`config.mk`:
```
export PLATFORM = sky130hd
export DESIGN_NAME = div_result_receiver
export DESIGN_NICKNAME = d
export VERILOG_FILES = /design/src/rtl/div_result_receiver.sv
export SDC_FILE = /design/constraint.sdc
export NUM_CORES = 1
export LEC_CHECK = 0
export BUFFER_PORTS_ARGS = -buffer_cell sky130_fd_sc_hd__buf_4
export CAP_MARGIN = 25
export CORE_UTILIZATION = 42
export DETAILED_ROUTE_END_ITERATION = 16
export PLACE_DENSITY = 0.62
export SLEW_MARGIN = 20
export SYNTH_ARGS = -nofsm -noshare
export SYNTH_HDL_FRONTEND = slang
export SYNTH_SLANG_ARGS = --single-unit
```
`constraint.sdc`:
```
create_clock -name clk -period 3.25 [get_ports clk]
set_input_delay 0.4875 -clock clk [delete_from_list [all_inputs] [get_ports clk]]
set_output_delay 0.4875 -clock clk [all_outputs]
set_load 0.005 [all_outputs]
```
`src/rtl/div_result_receiver.sv`:
```
// Host-side receiver for the int16 divider: issues an operand pair, gathers the
// four LSB-first result bytes and presents the float quotient with class/error status.
module div_result_receiver #(
   parameter int unsigned TIMEOUT = 64,
   parameter int unsigned TO_W    = 16
) (
   input  logic        clk,
   input  logic        rst_n,
   input  logic        cmd_valid,
   input  logic [15:0] cmd_a,
   input  logic [15:0] cmd_b,
   output logic        cmd_ready,
   output logic        enable,
   output logic [15:0] a,
   output logic [15:0] b,
   input  logic        dut_ready,
   input  logic [7:0]  dut_out,
   output logic        res_valid,
   output logic [31:0] res_data,
   output logic [1:0]  res_class,
   output logic [1:0]  res_err
);

   typedef enum logic [2:0] {StIdle, StIssue, StWait, StRecv, StDone} state_e;

   localparam logic [1:0] ErrOk      = 2'b00;
   localparam logic [1:0] ErrTimeout = 2'b01;
   localparam logic [1:0] ErrFrame   = 2'b10;

   state_e            state_q, state_d;
   logic [TO_W-1:0]   to_cnt_q, to_cnt_d;
   logic [2:0]        byte_cnt_q, byte_cnt_d;
   logic [31:0]       asm_q, asm_d;
   logic [15:0]       a_q, a_d, b_q, b_d;
   logic [31:0]       res_data_q, res_data_d;
   logic [1:0]        res_class_q, res_class_d;
   logic [1:0]        res_err_q, res_err_d;

   function automatic logic [1:0] classify(input logic [31:0] w);
      logic [7:0]  exp_f;
      logic [22:0] man_f;
      exp_f = w[30:23];
      man_f = w[22:0];
      if (exp_f == 8'h00 && man_f == 23'd0)      classify = 2'b01;
      else if (exp_f == 8'hFF && man_f == 23'd0) classify = 2'b10;
      else if (exp_f == 8'hFF)                   classify = 2'b11;
      else                                       classify = 2'b00;
   endfunction

   always_comb begin
      state_d     = state_q;
      to_cnt_d    = to_cnt_q;
      byte_cnt_d  = byte_cnt_q;
      asm_d       = asm_q;
      a_d         = a_q;
      b_d         = b_q;
      res_data_d  = res_data_q;
      res_class_d = res_class_q;
      res_err_d   = res_err_q;

      unique case (state_q)
         StIdle: begin
            if (cmd_valid) begin
               a_d     = cmd_a;
               b_d     = cmd_b;
               state_d = StIssue;
            end
         end
         StIssue: begin
            to_cnt_d   = '0;
            byte_cnt_d = '0;
            asm_d      = '0;
            state_d    = StWait;
         end
         StWait: begin
            to_cnt_d = to_cnt_q + 1'b1;
            if (dut_ready) begin
               asm_d[7:0] = dut_out;
               byte_cnt_d = 3'd1;
               state_d    = StRecv;
            end else if (to_cnt_q == TO_W'(TIMEOUT - 1)) begin
               res_data_d  = '0;
               res_class_d = classify(32'd0);
               res_err_d   = ErrTimeout;
               state_d     = StDone;
            end
         end
         StRecv: begin
            if (dut_ready) begin
               asm_d[{byte_cnt_q[1:0], 3'b000} +: 8] = dut_out;
               byte_cnt_d = byte_cnt_q + 3'd1;
               if (byte_cnt_q == 3'd3) begin
                  res_data_d  = asm_d;
                  res_class_d = classify(asm_d);
                  res_err_d   = ErrOk;
                  state_d     = StDone;
               end
            end else begin
               // Bytes never received stay zero because asm_q is cleared in ISSUE.
               res_data_d  = asm_q;
               res_class_d = classify(asm_q);
               res_err_d   = ErrFrame;
               state_d     = StDone;
            end
         end
         StDone: begin
            state_d = StIdle;
         end
         default: begin
            state_d = StIdle;
         end
      endcase
   end

   always_ff @(posedge clk) begin
      if (!rst_n) begin
         state_q     <= StIdle;
         to_cnt_q    <= '0;
         byte_cnt_q  <= '0;
         asm_q       <= '0;
         a_q         <= '0;
         b_q         <= '0;
         res_data_q  <= '0;
         res_class_q <= '0;
         res_err_q   <= '0;
      end else begin
         state_q     <= state_d;
         to_cnt_q    <= to_cnt_d;
         byte_cnt_q  <= byte_cnt_d;
         asm_q       <= asm_d;
         a_q         <= a_d;
         b_q         <= b_d;
         res_data_q  <= res_data_d;
         res_class_q <= res_class_d;
         res_err_q   <= res_err_d;
      end
   end

   assign cmd_ready = (state_q == StIdle);
   assign enable    = (state_q == StIssue);
   assign res_valid = (state_q == StDone);
   assign a         = a_q;
   assign b         = b_q;
   assign res_data  = res_data_q;
   assign res_class = res_class_q;
   assign res_err   = res_err_q;

endmodule

```
======== Word-level counts from Yosys, hierarchy flattened ========
Cells that the tools add are included.
word-level totals
  input port bits ......................... 44
  register bits ........................... 122
  bits in writable memories ............... 0
  bits in latches ......................... 0
  logic and storage cells ................. 82
  memories ................................ 0
  bits in read-only memories .............. 0
  output and inout port bits .............. 71
operators by class
  muxes and demuxes ....................... 34
  $mul .................................... 0
  $lt $le $gt $ge ......................... 0
  reduce and logical (&&, ||, !) cells .... 18
  bitwise gates (word level) .............. 0
  add/sub/neg operators ................... 3
  div/mod/pow operators ................... 0
  shift operators ......................... 2
  equal/unequal tests ..................... 15
operators with widths
  cell                                                                     number
  32-bit 2-to-1 mux                                                        5
  32-bit case mux with 2 select lines                                      1
  24-bit case mux with 2 select lines                                      1
  23-bit zero test                                                         2
  32-bit bitwise mux                                                       1
  16-bit case mux with 2 select lines                                      1
  8-bit by 7-bit variable shift with 32-bit output (first input constant)  1
  8-bit by 7-bit variable part select with 32-bit output                   1
  2-bit 2-to-1 mux                                                         12
  8-bit case mux with 3 select lines                                       1
  3-bit 2-to-1 mux                                                         7
  16-bit by 1-bit adder with 16-bit output (second input constant)         1
  16-bit by 6-bit equality test with 1-bit output (second input constant)  1
  8-bit equality test (second input constant)                              2
  8-bit zero test                                                          2
  3-bit case mux with 4 select lines                                       1
  2-bit inequality test (second input constant)                            5
  3-bit by 2-bit equality test with 1-bit output (second input constant)   3
  3-bit case mux with 3 select lines                                       1
  8-bit 2-to-1 mux                                                         1
  2-bit case mux with 2 select lines                                       2
  5-bit negator with 7-bit output                                          1
  3-bit inequality test (second input constant)                            2
  3-bit AND reduction                                                      2
  other kinds (9)                                                          15

======== Longest topological paths before layout ========
Gate-level depths: netlist (run 1).
  word-level depth ........................ 10
  gate-level depth with buffers ........... 11
  mapped depth without buffers ............ 8

======== Worst setup path before layout (run 1) ========
No wires, ideal clock.
  path kind ............................... register -> register
  start point ............................. register byte_cnt_q[0]
  end point ............................... register res_class_q[0] (netlist: res_class[0])
  period minus slack after synthesis ...... 2.814 ns
  path buffers ............................ 3
  cell stages (with the launch flop) ...... 12
  data required time ...................... 3.132 ns
  path slack .............................. 0.436 ns
  arrival ................................. 2.696 ns
  path through ............................ dfxtp_1 clkbuf_1 inv_1 ha_1 clkbuf_1 and4b_1 clkbuf_1 a2bb2oi_1 nand4_1 or4_1 a221oi_2 o21ai_1
on the way
  cells in the longest elaborated chain, start to end .. 10
ends and longest elaborated chain
  element                                                                                                                     RTL line    RTL
  from (decl)                                                                                                                 32          logic [2:0] byte_cnt_q, byte_cnt_d;
  from (signal assigned)                                                                                                      129         byte_cnt_q <= byte_cnt_d;
  5-bit negator with 7-bit output                                                                                             90          asm_d[{byte_cnt_q[1:0], 3'b000} +: 8] = dut_out;
  8-bit by 7-bit variable part select with 32-bit output or 8-bit by 7-bit variable shift with 32-bit output (tied branches)  90
  32-bit bitwise mux                                                                                                          90
  8-bit equality test or 23-bit zero test (tied branches)                                                                     45, 46, 44
  2-bit 2-to-1 mux or 1-bit logical AND (tied branches)                                                                       46, 45
  2-bit 2-to-1 mux                                                                                                            45          else if (exp_f == 8'hFF && man_f == 23'd0) classify = 2'b10;
  2-bit 2-to-1 mux                                                                                                            44          if (exp_f == 8'h00 && man_f == 23'd0) classify = 2'b01;
  2-bit 2-to-1 mux                                                                                                            92          if (byte_cnt_q == 3'd3) begin
  2-bit 2-to-1 mux                                                                                                            89          if (dut_ready) begin
  2-bit case mux with 2 select lines                                                                                          61          unique case (state_q)
  to (signal assigned)                                                                                                        134         res_class_q <= res_class_d;
  to (decl)                                                                                                                   36          logic [1:0] res_class_q, res_class_d;
Several ways; a longest one is shown, not always the timed one. The select of a mux whose other input is x is not followed.
A chain may end at the register's enable or synchronous reset.

======== Worst setup path after layout (run 1) ========
  start point ............................. register byte_cnt_q[1]
  end point ............................... register res_class_q[0] (netlist: res_class[0])
The elaborated chain is that of the path after synthesis.

==> qor_table.md, run 1 <==
| Metric | This run |
|---|---|
| Transition time at the pin with the least slew margin | 811 ps |
| Run status | complete, no violations |
| Layout cell share with drive strength beyond 1 | 19.4% |
| Nets | 890 |
| Type of the most critical hold path | input port to flip-flop |
| Average routed wire per standard cell | 15.8 um |
| Post-synthesis net count | 793 |
| Final hold violation count | 0 |
| Final HPWL DP | 11300 um |
| Startpoint of the lowest-slack register-to-register path | byte_cnt_q[1]$_SDFFE_PN0P_ |
| DR vias/cell | 5.59 |
| Flip-flop and latch count after synthesis | 122 |
| Standard cell core area | 13200 um^2 |
| Non-filler instance count after layout | 1023 |
| Number of buffers added on ports | 114 |
| Post-Route Skew | 10.5 ps |
| Chip Width | 119 um |
| Diode insertion count for antenna repair | 0 |
| # hold bufs at CTS | 0 |
| Row count | 42 |
| Post_cts resized | 0 |
| Slew Limit Headroom | 45.9% |
| Count of synthesis-stage warnings from yosys | 0 |
| Maximum count of clock buffers along a single path | 2 |
| Routed vias | 5715 |
| Time the final worst path needs with I/O delays and setup | 2650 ps |
| Initial standard-cell utilization of the core | 43.1% |
| Synthesized area | 5710 um^2 |
| Total setup violations reported at the end of the flow | 0 |
| Root Buffer Master | clkbuf_16 |
| Origin of the worst setup path | byte_cnt_q[1]$_SDFFE_PN0P_ |
| Vias in the first global route | 5192 |
| Critical path arrival | 2960 ps |
| Setup repair after global routing missed its margin | false |
| Number of synthesized flops with an enable pin | 0 |
| Aggregate routed wire length | 16200 um |
| Critical path launch point type | flip-flop |
| Sequential share of the synthesized area | 42.8% |
| Remaining global-route overflow | 0 |
| First-pass GRT wire length | 26200 um |
| Power Dens Cells | 507 nW/um^2 |
| Avg Cell Area, Syn | 7.71 um^2 |
| Count of pins on the block boundary | 115 |
| Startpoint of the lowest-slack hold path | cmd_b[9] |
| Fraction of synthesis flops using an asynchronous set or reset pin | 0% |
| Clock insertion delay at the later pin of the skew report | 420 ps |
| Multi-input logic area | 3020 um^2 |
| DRT Pass-1 Iters | 5 |
| Number of antenna violations at the first check in global routing | 0 |
| Clock tree from TritonCTS | yes |
| Maximum fanout along the worst path | 11 |
| Leading cell types in the layout, fill and taps excluded | buf_4 (129), dfxtp_1 (122), nor2_1 (113) |
| Cell with the biggest individual delay on the critical path | or4_1 |
| Max-cap violations | 0 |
| Vertical die dimension | 119 um |
| TritonCTS Sinks | 122 |
| Number of pins with negative max-slew slack in the final report | 0 |
| Post-CTS setup-driven buffer insertion count | 0 |
| Peak supply drop | 0.000370 V |
| H-tree depth | 4 |
| Filler Cells Inserted | 1290 |
| Endpoint kind of the worst setup timing path | flip-flop |
| Slowest cell delay on critical path | 510 ps |
| Placed insts | 994 |
| Static leakage | 2.91 nW |
| Ordered list of cells on the worst path | inv_1 > ha_1 > nor2b_1 > a31oi_1 > nand4_1 > or4_1 > a221oi_2 > o21ai_1 |
| CP required | 3560 ps |
| Int Pwr | 2.77 mW |
| Crit path kind | flip-flop to flip-flop |
| Die footprint | 14100 um^2 |
| Seq pwr share | 43.1% |
| Largest net degree at the start of global routing | 44 |
| Peak clock frequency supported by timing | 377 MHz |
| Part of the power in the clock network | 45.9% |
| Unique masters post-synth | 58 |
| Remaining routing DRC violations | 0 |
| Switching Power | 0.893 mW |
| Most used DFF post-synth | dfxtp_1 |
| GRT Overall Usage | 23.5% |
| Setup_tns | 0 ps |
| Most frequent standard cell in the layout excluding fill and tap cells | buf_4 |
| Clock-pin slew on the worst setup and hold paths | 50 ps |
| Detail Route Antenna Nets | 0 |
| Number of buffers created by CTS | 17 |
| Layout Area Growth over Synthesis | 26.5% |
| Final Cycle Share | 81.6% |
| Weighted congestion reported at the end of routability-driven placement | 0.916 |
| Number of DRC markers after the initial detailed-route iteration | 453 |
| Flip-flop and latch area | 2440 um^2 |
| Combinational share of power | 11.0% |
| Synthesized instance count | 741 |
| Share of total power consumed by net switching | 24.4% |
[stage by stage]
step | setup slack (ps) | utilization, % | instance area (um^2) | power (mW) | hold WS (ps)
after detailed placement | 621 | 50.5 | 6690 | 2.01 | 450
after floorplan | 436 | - | 5710 | 1.83 | 432
after CTS | 609 | 54.5 | 7210 | 3.70 | 299
after global placement | 700 | 50.5 | 6690 | 2.00 | 438
final | 599 | 54.6 | 7230 | 3.67 | 316
after global routing | 380 | 54.6 | 7230 | 3.82 | 301
[worst max-delay path: cells and delay by family (launching register included)]
kind / cells / cell delay [ps]
adder cells (fa/ha/maj): 1 / 430
AO/OA/AOI/OAI: 3 / 700
buffers and inverters: 1 / 110
flip-flops: 1 / 410
AND/OR/NAND/NOR: 3 / 900
[flip-flops by register name (all words and copies together), names as in the netlist]
name        cells
a              16
byte_cnt_q      3
b              16
asm_q          32
res_err         2
res_data       32
state_q         3
to_cnt_q       16
res_class       2
[power groups by stage]
| stage | Combinational (mW) | Sequential (mW) | Clock, mW |
|---|---|---|---|
| finish | 0.403 | 1.58 | 1.68 |
| global route | 0.444 | 1.59 | 1.79 |
| CTS | 0.398 | 1.58 | 1.72 |
| detailed placement | 0.398 | 1.61 | 0 |
| global placement | 0.391 | 1.61 | 0 |
| floorplan | 0.231 | 1.60 | 0 |
[synthesized netlist by cell type (all sizes together), types with 2 or more instances]
master / number / area (um^2)
o211ai: 7 / 52.6
and2: 5 / 31.3
o31ai: 4 / 35.0
inv: 12 / 45.0
a41o: 2 / 20.0
o21a: 2 / 15.0
nor2b: 28 / 175
mux2: 2 / 22.5
buf: 7 / 50.0
a22oi: 15 / 113
a21oi: 104 / 521
or3: 3 / 18.8
clkbuf: 45 / 170
a31oi: 10 / 62.6
a2bb2oi: 4 / 35.0
or4: 6 / 48.8
nand3b: 3 / 22.5
mux2i: 11 / 110
a211oi: 6 / 45.0
a21o: 3 / 22.5
nand4: 8 / 50.1
nand2b: 6 / 37.5
nor3: 23 / 115
nand3: 17 / 85.1
a2111oi: 4 / 35.0
a32oi: 5 / 43.8
nor2: 113 / 424
o21ai: 16 / 80.1
nor4: 10 / 75.1
a221oi: 7 / 67.6
ha: 8 / 100
o22ai: 3 / 18.8
dfxtp: 122 / 2440
nand2: 106 / 398
[path summary, 6_finish.rpt]
kind / slack, ps / to / cells after the start
max: 600 / res_class[0]$_SDFFE_PN0P_ / 8
min: 320 / b[9]$_SDFFE_PN0P_ / 3
max reg2reg: 600 / res_class[0]$_SDFFE_PN0P_ / 8
min reg2reg: 460 / b[13]$_SDFFE_PN0P_ / 2
[layer usage]
| layer | track usage, % | wire length, um | vias to the layer above |
|---|---|---|---|
| met5 | 0 | 0 | - |
| met4 | 11.2 | 406 | 0 |
| met3 | 6.52 | 873 | 35 |
| met2 | 36.8 | 7610 | 179 |
| met1 | 29.8 | 7290 | 2704 |
| li1 | - | - | 2797 |
[logic make-up (layout without fill, tap and decap cells)]
group                      after synthesis  after routing  share of synthesized area, %
buffers and inverters                   64            170                          4.64
and+or+nand+nor                        338            338                          27.5
muxes                                   13             13                          2.32
xor gates and xnor gates                 1              1                         0.153
DFF                                    122            122                          42.8
AOI/OAI and AO/OA                      195            195                          20.9
adders and majority gates                8              8                          1.75
[final cells by class]
cell class              count  share of cell area, %
repair buffers            130                   13.6
inverters                  12                  0.641
well taps                 176                   3.05
clock buffers              24                   6.53
multi-input cells         555                   41.7
flip-flops and latches    122                   33.8
clock inverters             4                  0.623
Power figures use the tool's default switching activity.
==> run 2: changes to the inputs <==
==> constraint.sdc (replaced) <==
create_clock -name clk -period 2.64 [get_ports clk]
set_input_delay 0.396 -clock clk [delete_from_list [all_inputs] [get_ports clk]]
set_output_delay 0.396 -clock clk [all_outputs]
set_load 0.005 [all_outputs]
==> qor_table.md, run 2 (synthesis results as in run 1) <==
| Metric | This run | Change |
|---|---|---|
| Leading cell types in the layout, fill and taps excluded | buf_4 (148), dfxtp_1 (121), nor2_1 (113) | was buf_4 (129), dfxtp_1 (122), nor2_1 (113) |
| Slack of the worst reg-to-reg path | 150 ps | was 600 ps |
| Number of buffers created by CTS | 17 | unchanged |
| Max-cap violations | 0 | unchanged |
| Die footprint | 14100 um^2 | unchanged |
| Time the final worst path needs with I/O delays and setup | 2490 ps | was 2650 ps |
| Post-CTS setup-driven buffer insertion count | 0 | unchanged |
| Clock insertion delay at the later pin of the skew report | 410 ps | was 420 ps |
| First-pass GRT wire length | 27200 um | was 26200 um |
| Seq pwr share | 40.5% | was 43.1% |
| Remaining routing DRC violations | 0 | unchanged |
| Combinational share of power | 11.0% | about the same |
| Slew Limit Headroom | 54.8% | was 45.9% |
| Weighted congestion reported at the end of routability-driven placement | 0.902 | was 0.916 |
| Final HPWL DP | 11900 um | was 11300 um |
| Vias in the first global route | 5439 | was 5192 |
| Int Pwr | 3.63 mW | was 2.77 mW |
| Critical path launch point type | flip-flop | unchanged |
| Slowest cell delay on critical path | 520 ps | was 510 ps |
| Layout cell share with drive strength beyond 1 | 21.9% | was 19.4% |
| Largest net degree at the start of global routing | 54 | was 44 |
| Number of pins with negative max-slew slack in the final report | 0 | unchanged |
| Startpoint of the lowest-slack register-to-register path | byte_cnt_q[1]$_SDFFE_PN0P_ | unchanged |
| Startpoint of the lowest-slack hold path | cmd_a[3] | was cmd_b[9] |
| Clock tree from TritonCTS | yes | unchanged |
| Cell type group with the largest total delay on the critical path | simple AND/OR/NAND/NOR gates | unchanged |
| GRT Overall Usage | 24.1% | was 23.5% |
| Diode insertion count for antenna repair | 0 | unchanged |
| Setup repair after global routing missed its margin | false | unchanged |
| Hold path endpoint | a[3]$_SDFFE_PN0P_ | was b[9]$_SDFFE_PN0P_ |
| Maximum fanout along the worst path | 11 | unchanged |
| Buffering stage count on the worst path with inverters included | 1 | unchanged |
| Cell with the biggest individual delay on the critical path | or4_1 | unchanged |
| Standard cell core area | 13200 um^2 | unchanged |
| Most frequent standard cell in the layout excluding fill and tap cells | buf_4 | unchanged |
| Worst R2R End | res_class[0]$_SDFFE_PN0P_ | unchanged |
| Switching Power | 1.14 mW | was 0.893 mW |
| Power Total | 4.77 mW | was 3.67 mW |
| Remaining global-route overflow | 0 | unchanged |
| H-tree depth | 4 | unchanged |
| Average routed wire per standard cell | 16.0 um | was 15.8 um |
| Count of pins on the block boundary | 115 | unchanged |
| Routed vias | 5743 | was 5715 |
| Type of the most critical hold path | input port to flip-flop | unchanged |
| Aggregate routed wire length | 16700 um | was 16200 um |
| Total setup violations reported at the end of the flow | 0 | unchanged |
| Chip Width | 119 um | unchanged |
| Root Buffer Master | clkbuf_16 | unchanged |
| Number of antenna violations at the first check in global routing | 0 | unchanged |
| Number of buffers added on ports | 114 | unchanged |
| CP required | 2940 ps | was 3560 ps |
| Final Cycle Share | 94.3% | was 81.6% |
| Peak supply drop | 0.000382 V | was 0.000370 V |
| Endpoint kind of the worst setup timing path | flip-flop | unchanged |
| Number of cell instances on the worst register-to-register path | 8 | unchanged |
| Run status | complete, no violations | unchanged |
| Initial standard-cell utilization of the core | 43.1% | unchanged |
| Vertical die dimension | 119 um | unchanged |
| TritonCTS Sinks | 122 | unchanged |
| Peak clock frequency supported by timing | 402 MHz | was 377 MHz |
| Clock-pin slew on the worst setup and hold paths | 50 ps | about the same |
| Share of total power consumed by net switching | 23.8% | was 24.4% |
| Layout Area Growth over Synthesis | 30.5% | was 26.5% |
| Part of the power in the clock network | 48.4% | was 45.9% |
| Depth of the worst hold-timing path | 3 | unchanged |
| Final hold violation count | 0 | unchanged |
| Maximum count of clock buffers along a single path | 2 | unchanged |
| Setup_tns | 0 ps | unchanged |
| Critical path arrival | 2790 ps | was 2960 ps |
| DRT Pass-1 Iters | 5 | unchanged |
| Post-Route Skew | 7.44 ps | was 10.5 ps |
| Row count | 42 | unchanged |
| Ordered list of cells on the worst path | inv_1 > ha_2 > nor2_1 > a31oi_1 > nand4_1 > or4_1 > a221oi_2 > o21ai_1 | was inv_1 > ha_1 > nor2b_1 > a31oi_1 > nand4_1 > or4_1 > a221oi_2 > o21ai_1 |
| Transition time at the pin with the least slew margin | 677 ps | was 811 ps |
| Crit path kind | flip-flop to flip-flop | unchanged |
| Core Util, Final | 56.3% | was 54.6% |
| Static leakage | 3.04 nW | was 2.91 nW |
| Number of DRC markers after the initial detailed-route iteration | 428 | was 453 |
| Detail Route Antenna Nets | 0 | unchanged |
| Nets | 909 | was 890 |
| Filler Cells Inserted | 1275 | was 1290 |
| Power Dens Cells | 640 nW/um^2 | was 507 nW/um^2 |
| DR vias/cell | 5.50 | was 5.59 |
run 2: power by group through the flow:
| stage | combinational [mW] | clock [mW] | sequential [mW] |
|---|---|---|---|
| 2_1_floorplan | 0.286 | 0 | 1.97 |
| 3_3_place_gp | 0.515 | 0 | 1.97 |
| 3_5_place_dp | 0.519 | 0 | 1.97 |
| 4_1_cts | 0.522 | 2.36 | 1.93 |
| 5_1_grt | 0.572 | 2.45 | 1.94 |
| 6_report | 0.526 | 2.31 | 1.93 |
run 2: per-layer routing:
layer | routed length [um] | global-route usage [%] | vias to the layer above
li1 | - | - | 2845
met1 | 7510 | 29.7 | 2735
met2 | 8230 | 40.7 | 144
met3 | 711 | 5.41 | 19
met4 | 284 | 9.26 | 0
met5 | 0 | 0 | -
run 2: cell type report:
cell class	instances	area (um^2)	share of cell area, %
well taps	176	220	2.95
clock buffers	23	468	6.28
flip-flops and latches	122	2440	32.8
repair buffers	149	1130	15.2
multi-input cells	555	3030	40.6
clock inverters	8	119	1.59
inverters	12	46.3	0.621
run 2: how the worst max path moves through the flow:
stage | from | endpoint | cells past startpoint | slack (ps)
2_1_floorplan | byte_cnt_q[0]$_SDFFE_PN0P_ | res_class[0]$_SDFFE_PN0P_ | 11 | 40
3_3_place_gp | to_cnt_q[12]$_SDFFE_PN0P_ | res_data[3]$_SDFFE_PN0P_ | 7 | 170
3_5_place_dp | byte_cnt_q[1]$_SDFFE_PN0P_ | res_class[0]$_SDFFE_PN0P_ | 8 | 120
4_1_cts | byte_cnt_q[1]$_SDFFE_PN0P_ | res_class[0]$_SDFFE_PN0P_ | 8 | 110
5_1_grt | byte_cnt_q[1]$_SDFFE_PN0P_ | res_class[0]$_SDFFE_PN0P_ | 8 | 20
6_report | byte_cnt_q[1]$_SDFFE_PN0P_ | res_class[0]$_SDFFE_PN0P_ | 8 | 150
run 2: what timing repair did:
item | CTS | global route
endpoints found under the hold margin | 0 | 0
endpoints found under the setup margin | 0 | 2
gates resized for setup | 0 | 3
hold buffers | 0 | 0
run 2: worst register-to-register path, delay by kind of cell (launching register included):
kind	cells	cell delay (ps)
AND/OR/NAND/NOR	3	850
AO/OA/AOI/OAI	3	660
adder cells (fa/ha/maj)	1	460
flip-flops	1	320
buffers and inverters	1	80
run 2: per-stage QoR:
stage	setup WS (ps)	hold WS, ps	cells	cell area (um^2)
2_1_floorplan	43.3	432	741	5720
3_3_place_gp	171	443	1014	6860
3_5_place_dp	121	451	1014	6860
4_1_cts	107	212	1045	7440
5_1_grt	20.0	219	1045	7450
6_report	151	228	1045	7450
